<file path="config.mk">
export PLATFORM = sky130hd
export DESIGN_NAME = rtc_hms_set_flat
export DESIGN_NICKNAME = d
export VERILOG_FILES = /design/src/rtl/rtc_hms_set_if.sv /design/src/rtl/rtc_hms_set.sv /design/src/flat_wrapper.sv
export SDC_FILE = /design/constraint.sdc
export NUM_CORES = 1
export LEC_CHECK = 0
export BUFFER_PORTS_ARGS = -buffer_cell sky130_fd_sc_hd__buf_2
export CAP_MARGIN = 20
export CORE_AREA = 5 5 84 86
export CTS_CLUSTER_SIZE = 20
export DETAILED_ROUTE_END_ITERATION = 10
export DIE_AREA = 0 0 89 91
export PLACE_DENSITY = 0.75
export SETUP_SLACK_MARGIN = 0.3
export SLEW_MARGIN = 20
export SYNTH_ARGS = -nofsm -noshare
export SYNTH_HDL_FRONTEND = slang
export SYNTH_SLANG_ARGS = --single-unit
</file>
<file path="constraint.sdc">
create_clock -name iClk -period 3.33 [get_ports iClk]
set_input_delay 0 -clock iClk [delete_from_list [all_inputs] [get_ports iClk]]
set_output_delay 0 -clock iClk [all_outputs]
set_load 0.01 [all_outputs]
</file>
<file path="src/rtl/rtc_hms_set_if.sv">
// Control inputs and display outputs of the time-of-day keeper.
// master drives the controls, slave is the keeper itself.
interface rtc_hms_set_if;
    logic       iRun;
    logic       iSetMode;
    logic       iSetSel;
    logic       iSetInc;
    logic       iMode12;
    logic [3:0] oHourTens;
    logic [3:0] oHourOnes;
    logic [3:0] oMinTens;
    logic [3:0] oMinOnes;
    logic [3:0] oSecTens;
    logic [3:0] oSecOnes;
    logic       oPm;
    logic [1:0] oSelField;
    logic       oBlink;
    logic       oSecStrb;
    logic       oDayStrb;

    modport master (
        output iRun, iSetMode, iSetSel, iSetInc, iMode12,
        input  oHourTens, oHourOnes, oMinTens, oMinOnes,
        input  oSecTens, oSecOnes, oPm, oSelField,
        input  oBlink, oSecStrb, oDayStrb
    );

    modport slave (
        input  iRun, iSetMode, iSetSel, iSetInc, iMode12,
        output oHourTens, oHourOnes, oMinTens, oMinOnes,
        output oSecTens, oSecOnes, oPm, oSelField,
        output oBlink, oSecStrb, oDayStrb
    );
endinterface

</file>
<file path="src/rtl/rtc_hms_set.sv">
// Time-of-day keeper: prescaler, run/hold, key-driven set mode,
// 12/24h BCD display, second and day strobes.
module rtc_hms_set #(
    parameter int TICKS_PER_SEC = 50_000_000
) (
    input logic         iClk,
    input logic         iRst,
    rtc_hms_set_if.slave bus
);
    localparam int PW = $clog2(TICKS_PER_SEC);
    localparam logic [PW-1:0] LAST = PW'(TICKS_PER_SEC - 1);
    localparam logic [PW-1:0] HALF = PW'(TICKS_PER_SEC / 2);

    typedef enum logic [1:0] {
        RUN   = 2'd0,
        SET_H = 2'd1,
        SET_M = 2'd2,
        SET_S = 2'd3
    } state_t;

    state_t        state;
    logic [PW-1:0] presc;
    logic [4:0]    hr;
    logic [5:0]    mn;
    logic [5:0]    sc;
    logic          sec_strb;
    logic          day_strb;

    always_ff @(posedge iClk) begin
        if (iRst) begin
            state    <= RUN;
            presc    <= '0;
            hr       <= '0;
            mn       <= '0;
            sc       <= '0;
            sec_strb <= 1'b0;
            day_strb <= 1'b0;
        end else begin
            sec_strb <= 1'b0;
            day_strb <= 1'b0;
            unique case (state)
                RUN: begin
                    if (bus.iRun) begin
                        if (presc == LAST) begin
                            presc    <= '0;
                            sec_strb <= 1'b1;
                            if (sc == 6'd59) begin
                                sc <= '0;
                                if (mn == 6'd59) begin
                                    mn <= '0;
                                    if (hr == 5'd23) begin
                                        hr       <= '0;
                                        day_strb <= 1'b1;
                                    end else begin
                                        hr <= hr + 5'd1;
                                    end
                                end else begin
                                    mn <= mn + 6'd1;
                                end
                            end else begin
                                sc <= sc + 6'd1;
                            end
                        end else begin
                            presc <= presc + PW'(1);
                        end
                    end
                    if (bus.iSetMode) state <= SET_H;
                end
                SET_H, SET_M, SET_S: begin
                    if (!bus.iSetMode) begin
                        // restart the second so the first one after setting is full length
                        state <= RUN;
                        presc <= '0;
                    end else begin
                        presc <= (presc == LAST) ? '0 : presc + PW'(1);
                        if (bus.iSetInc) begin
                            presc <= '0;
                            unique case (state)
                                SET_H:   hr <= (hr == 5'd23) ? '0 : hr + 5'd1;
                                SET_M:   mn <= (mn == 6'd59) ? '0 : mn + 6'd1;
                                default: sc <= (sc == 6'd59) ? '0 : sc + 6'd1;
                            endcase
                        end
                        if (bus.iSetSel) begin
                            unique case (state)
                                SET_H:   state <= SET_M;
                                SET_M:   state <= SET_S;
                                default: state <= SET_H;
                            endcase
                        end
                    end
                end
            endcase
        end
    end

    logic [4:0] h12;
    logic [4:0] hdisp;

    always_comb begin
        h12 = hr;
        if (hr == 5'd0)
            h12 = 5'd12;
        else if (hr > 5'd12)
            h12 = hr - 5'd12;
        hdisp = bus.iMode12 ? h12 : hr;
    end

    assign bus.oHourTens = 4'(hdisp / 5'd10);
    assign bus.oHourOnes = 4'(hdisp % 5'd10);
    assign bus.oMinTens  = 4'(mn / 6'd10);
    assign bus.oMinOnes  = 4'(mn % 6'd10);
    assign bus.oSecTens  = 4'(sc / 6'd10);
    assign bus.oSecOnes  = 4'(sc % 6'd10);
    assign bus.oPm       = bus.iMode12 && (hr >= 5'd12);
    assign bus.oSelField = state;
    assign bus.oBlink    = (state != RUN) && (presc >= HALF);
    assign bus.oSecStrb  = sec_strb;
    assign bus.oDayStrb  = day_strb;
endmodule
</file>
<file path="src/flat_wrapper.sv">
// flat-port wrapper written by rule: the top's interface ports become plain ports
module rtc_hms_set_flat 
#(
    parameter int TICKS_PER_SEC = 50_000_000
)
  (iClk, iRst, bus_iRun, bus_iSetMode, bus_iSetSel, bus_iSetInc, bus_iMode12, bus_oHourTens, bus_oHourOnes, bus_oMinTens, bus_oMinOnes, bus_oSecTens, bus_oSecOnes, bus_oPm, bus_oSelField, bus_oBlink, bus_oSecStrb, bus_oDayStrb);
  rtc_hms_set_if bus_i ();
  input logic iClk;
  input logic iRst;
  input wire logic [$bits(bus_i.iRun)-1:0] bus_iRun;
  input wire logic [$bits(bus_i.iSetMode)-1:0] bus_iSetMode;
  input wire logic [$bits(bus_i.iSetSel)-1:0] bus_iSetSel;
  input wire logic [$bits(bus_i.iSetInc)-1:0] bus_iSetInc;
  input wire logic [$bits(bus_i.iMode12)-1:0] bus_iMode12;
  output wire logic [$bits(bus_i.oHourTens)-1:0] bus_oHourTens;
  output wire logic [$bits(bus_i.oHourOnes)-1:0] bus_oHourOnes;
  output wire logic [$bits(bus_i.oMinTens)-1:0] bus_oMinTens;
  output wire logic [$bits(bus_i.oMinOnes)-1:0] bus_oMinOnes;
  output wire logic [$bits(bus_i.oSecTens)-1:0] bus_oSecTens;
  output wire logic [$bits(bus_i.oSecOnes)-1:0] bus_oSecOnes;
  output wire logic [$bits(bus_i.oPm)-1:0] bus_oPm;
  output wire logic [$bits(bus_i.oSelField)-1:0] bus_oSelField;
  output wire logic [$bits(bus_i.oBlink)-1:0] bus_oBlink;
  output wire logic [$bits(bus_i.oSecStrb)-1:0] bus_oSecStrb;
  output wire logic [$bits(bus_i.oDayStrb)-1:0] bus_oDayStrb;
  assign bus_i.iRun = bus_iRun;
  assign bus_i.iSetMode = bus_iSetMode;
  assign bus_i.iSetSel = bus_iSetSel;
  assign bus_i.iSetInc = bus_iSetInc;
  assign bus_i.iMode12 = bus_iMode12;
  assign bus_oHourTens = bus_i.oHourTens;
  assign bus_oHourOnes = bus_i.oHourOnes;
  assign bus_oMinTens = bus_i.oMinTens;
  assign bus_oMinOnes = bus_i.oMinOnes;
  assign bus_oSecTens = bus_i.oSecTens;
  assign bus_oSecOnes = bus_i.oSecOnes;
  assign bus_oPm = bus_i.oPm;
  assign bus_oSelField = bus_i.oSelField;
  assign bus_oBlink = bus_i.oBlink;
  assign bus_oSecStrb = bus_i.oSecStrb;
  assign bus_oDayStrb = bus_i.oDayStrb;
  rtc_hms_set #(.TICKS_PER_SEC(TICKS_PER_SEC)) u_core (.iClk(iClk), .iRst(iRst), .bus(bus_i));
endmodule
</file>
==> summary.txt <==
diode count: 0
Final HPWL DP: 4900 um
chip height: 91 um
Area after DPL: 3440 sq um
simple-gate area share of the yosys netlist: 28.4%
setup TNS: 0 ns
placer congestion estimate: 0.800
YS warnings: 0
via count: 2981
Final Hold Violating Endpoints: 0
GRT Residual Overflow: 0
routed vias/inst: 5.53
ratio of final minimum period to clock period: 98.5%
Gate Count Post-Synth: 409
slew margin rel.: 60.7%
Synth Area in XOR/XNOR: 8.18%
startpoint types: flop
TritonCTS buffer count: 5
Main synth FF type: dfxtp_1
Worst Clk Skew: 0.0125 ns
Worst-Margin Slew: 0.584 ns
top cell type's share of synthesized area: 29.3%
Pins Over Slew Limit: 0
Setup WS post-layout: 0.0506 ns
antenna-violating nets left: 0
TritonCTS clock tree: done
Top delay family on crit path: compound AO/OA/AOI/OAI gates
# DRC: 0
drt initial violations: 102
clk buf depth: 2
main combinational cell family by area after synthesis: simple AND/OR/NAND/NOR gates
layout cell share with drive strength beyond 1: 24.5%
Hold Path Class: in -> reg
Synth Cell Area: 3210 sq um
Syn Area/Cell: 7.86 sq um
cell count along the critical path: 17
Synth Area in Compound Gates: 16.7%
# Max-Cap Violations: 0
r2r worst-path depth: 8
CP endpoint kind: output pin
Synth Area in Adders: 8.96%
Distinct cells, synth: 61
Root Driver: clkbuf_8
worst setup path endpoint: bus_oHourOnes[1]
worst flop-to-flop path endpoint: u_core.presc[25]
largest area contributor in the netlist: dfxtp_1
global-route wire length before repair: 12400 um
Die ar.: 8100 sq um
pre-CTS setup slack: 0.120 ns
Tmin final: 3.28 ns
Synth area leaders: dfxtp_1 (29%), ha_1 (9.0%), nor2_1 (5.1%), nand2_1 (4.7%), xnor2_1 (4.4%)
Power Dens Cells: 325 nW/um^2
Detailed Routing Iterations Pass 1: 4
Num Clock Sinks: 47
post-synthesis async set-or-reset flop share: 0%
Routed WL: 7340 um
Initial Utilization: 51.8%
critical-path cell list: ha_4 -> a2111oi_4 -> o21ai_2 -> inv_2 -> ha_4 -> inv_2 -> o211ai_1 -> nand2_1 -> xnor2_2 -> ha_2 -> a31oi_4 -> nand2_2 -> o21ai_2 -> o31ai_4 -> buf_4 -> xnor2_2 -> buf_2
R2R Setup Slk: 0.59 ns
RSZ-0062 raised after global routing: true
GRT Overall Usage: 18.2%
CP required: 3.33 ns
htree depth: 2
status: completed
fmax: 0.305 GHz
Die Wd: 89 um
Core Region: 6200 sq um
finished layout cell area: 3880 sq um
Core Rows: 29
WP data arrival: 3.28 ns
Seq/Total Area, Yosys: 29.3%
nets: 491
Syn-to-layout area delta: 20.8%
WS Path Type: reg -> out
number of flops mapped to enable cells by yosys: 0
Routed WL per cell: 13.6 um
Core Util, Final: 62.6%
worst IR drop on VDD: 0.000239 V
clock slew at reported path FFs: 0.09 ns
Leakage: 1.53 nW
RR Startpoint: u_core.bus.oSelField[0]
post-synthesis mux area share: 1.87%
post-route total power: 1.26 mW
largest net degree at the start of global routing: 22
IO Count: 37
CP Buf/Inv Count: 4
IO Port Bufs: 32
Worst path max stage delay: 0.39 ns
Crit. Startpoint: u_core.hr[3]
initial antenna violation count: 0
vias in the first global route: 2838
CP Max Fanout: 5
worst skew pair latency: 0.30 ns
Critical-path top delay cell: a2111oi_4
Seq cells post-synth: 47
Final Setup Violations: 0
Fillers: 527
kinds of logic after synthesis:
kind of cell | count (synthesis)
other cells | 1
flops | 47
compound gates | 81
mux | 6
fa+ha+maj | 23
buf+inv | 47
simple gates | 174
xor+xnor | 30
per-stage QoR:
step / hold WS (ns) / std cells
final: 0.0605 / 539
after global routing: 0.0891 / 539
after CTS: 0.0619 / 539
after detailed placement: 0.294 / 506
after global placement: 0.289 / 506
after floorplan: 0.134 / 412
synth_stat cells (6+ instances only):
cell and instances:
dfxtp_1 47, nor2_1 44, nand2_1 40, inv_1 28, ha_1 23, a21oi_1 20
o21ai_0 17, xnor2_1 16, xor2_1 14, nand3_1 13, or3_1 10, nand4_1 9
clkbuf_1 8, nand2b_1 8, nor2b_1 8, nor3_1 8, and3_1 7, buf_4 7
mux2i_1 6
tightest hold or removal path, stage by stage:
cell      delay (ns)
buf_2           0.11
nand4b_1        0.07
o21a_1          0.11
nor2_1          0.03
placed cells by master, fill, tap and decap left out, drive strengths merged, types with 4 or more instances in the layout:
cell / netlist / final
xor2: 14 / 14
clkbuf: 8 / 7
conb: 1 / 4
inv: 28 / 28
nor2b: 8 / 8
buf: 11 / 60
nand4: 9 / 9
xnor2: 16 / 16
dfxtp: 47 / 47
nand2b: 8 / 8
mux2i: 6 / 6
nor2: 44 / 44
and3: 8 / 8
nand3: 13 / 13
o21ai: 19 / 19
a211oi: 4 / 4
or4: 5 / 5
nand2: 40 / 40
ha: 23 / 23
o21a: 4 / 4
o31ai: 5 / 5
a21oi: 21 / 21
a31oi: 4 / 4
nor3: 8 / 8
or3: 15 / 15
per-layer routing:
metal	vias up	track usage (%)	part of all wire [%]
li1	1530	-	-
met1	1405	23.9	46
met3	6	3.17	3.2
met4	0	4.34	0.78
met2	40	30.8	50
met5	-	0	0
flip-flops by register name (all words and copies together) (netlist names):
register,count
u_core.bus.oDayStrb,1
u_core.hr,5
u_core.bus.oSelField,2
u_core.mn,6
u_core.bus.oSecStrb,1
u_core.presc,26
u_core.sc,6
power breakdown:
group          internal, mW  switching, mW
clock                 0.148          0.179
combinational         0.146          0.193
sequential            0.576         0.0206
total                 0.870          0.393
how the worst min path moves through the flow:
| stage | startpoint | endpoint | slack [ns] | cells past startpoint |
|---|---|---|---|---|
| 2_1_floorplan | bus_iRun | u_core.bus.oSecStrb | 0.13 | 2 |
| 3_3_place_gp | bus_iRun | u_core.bus.oSecStrb | 0.29 | 3 |
| 3_5_place_dp | bus_iRun | u_core.bus.oSecStrb | 0.29 | 3 |
| 4_1_cts | bus_iSetSel | u_core.bus.oSelField[1] | 0.06 | 4 |
| 5_1_grt | bus_iSetSel | u_core.bus.oSelField[1] | 0.09 | 4 |
| 6_report | bus_iSetSel | u_core.bus.oSelField[1] | 0.06 | 4 |
what timing repair did:
item / in CTS / in global routing
setup endpoints to repair: 4 / 5
pin swaps: 5 / 7
setup buffers: 24 / 0
hold endpoints to repair: 1 / 0
hold buffers: 1 / 0
resized for setup: 21 / 18
layout make-up:
type | instances | area (sq um) | area share (%)
clock buffer | 7 | 76.3 | 1.97
clock inverter | 1 | 5.00 | 0.129
inverter | 28 | 110 | 2.84
multi-input combinational | 318 | 2250 | 58.0
sequential | 47 | 955 | 24.6
tap | 77 | 96.3 | 2.48
timing repair buffer | 61 | 387 | 9.96
Note: power is estimated with default switching activity, not from simulation.
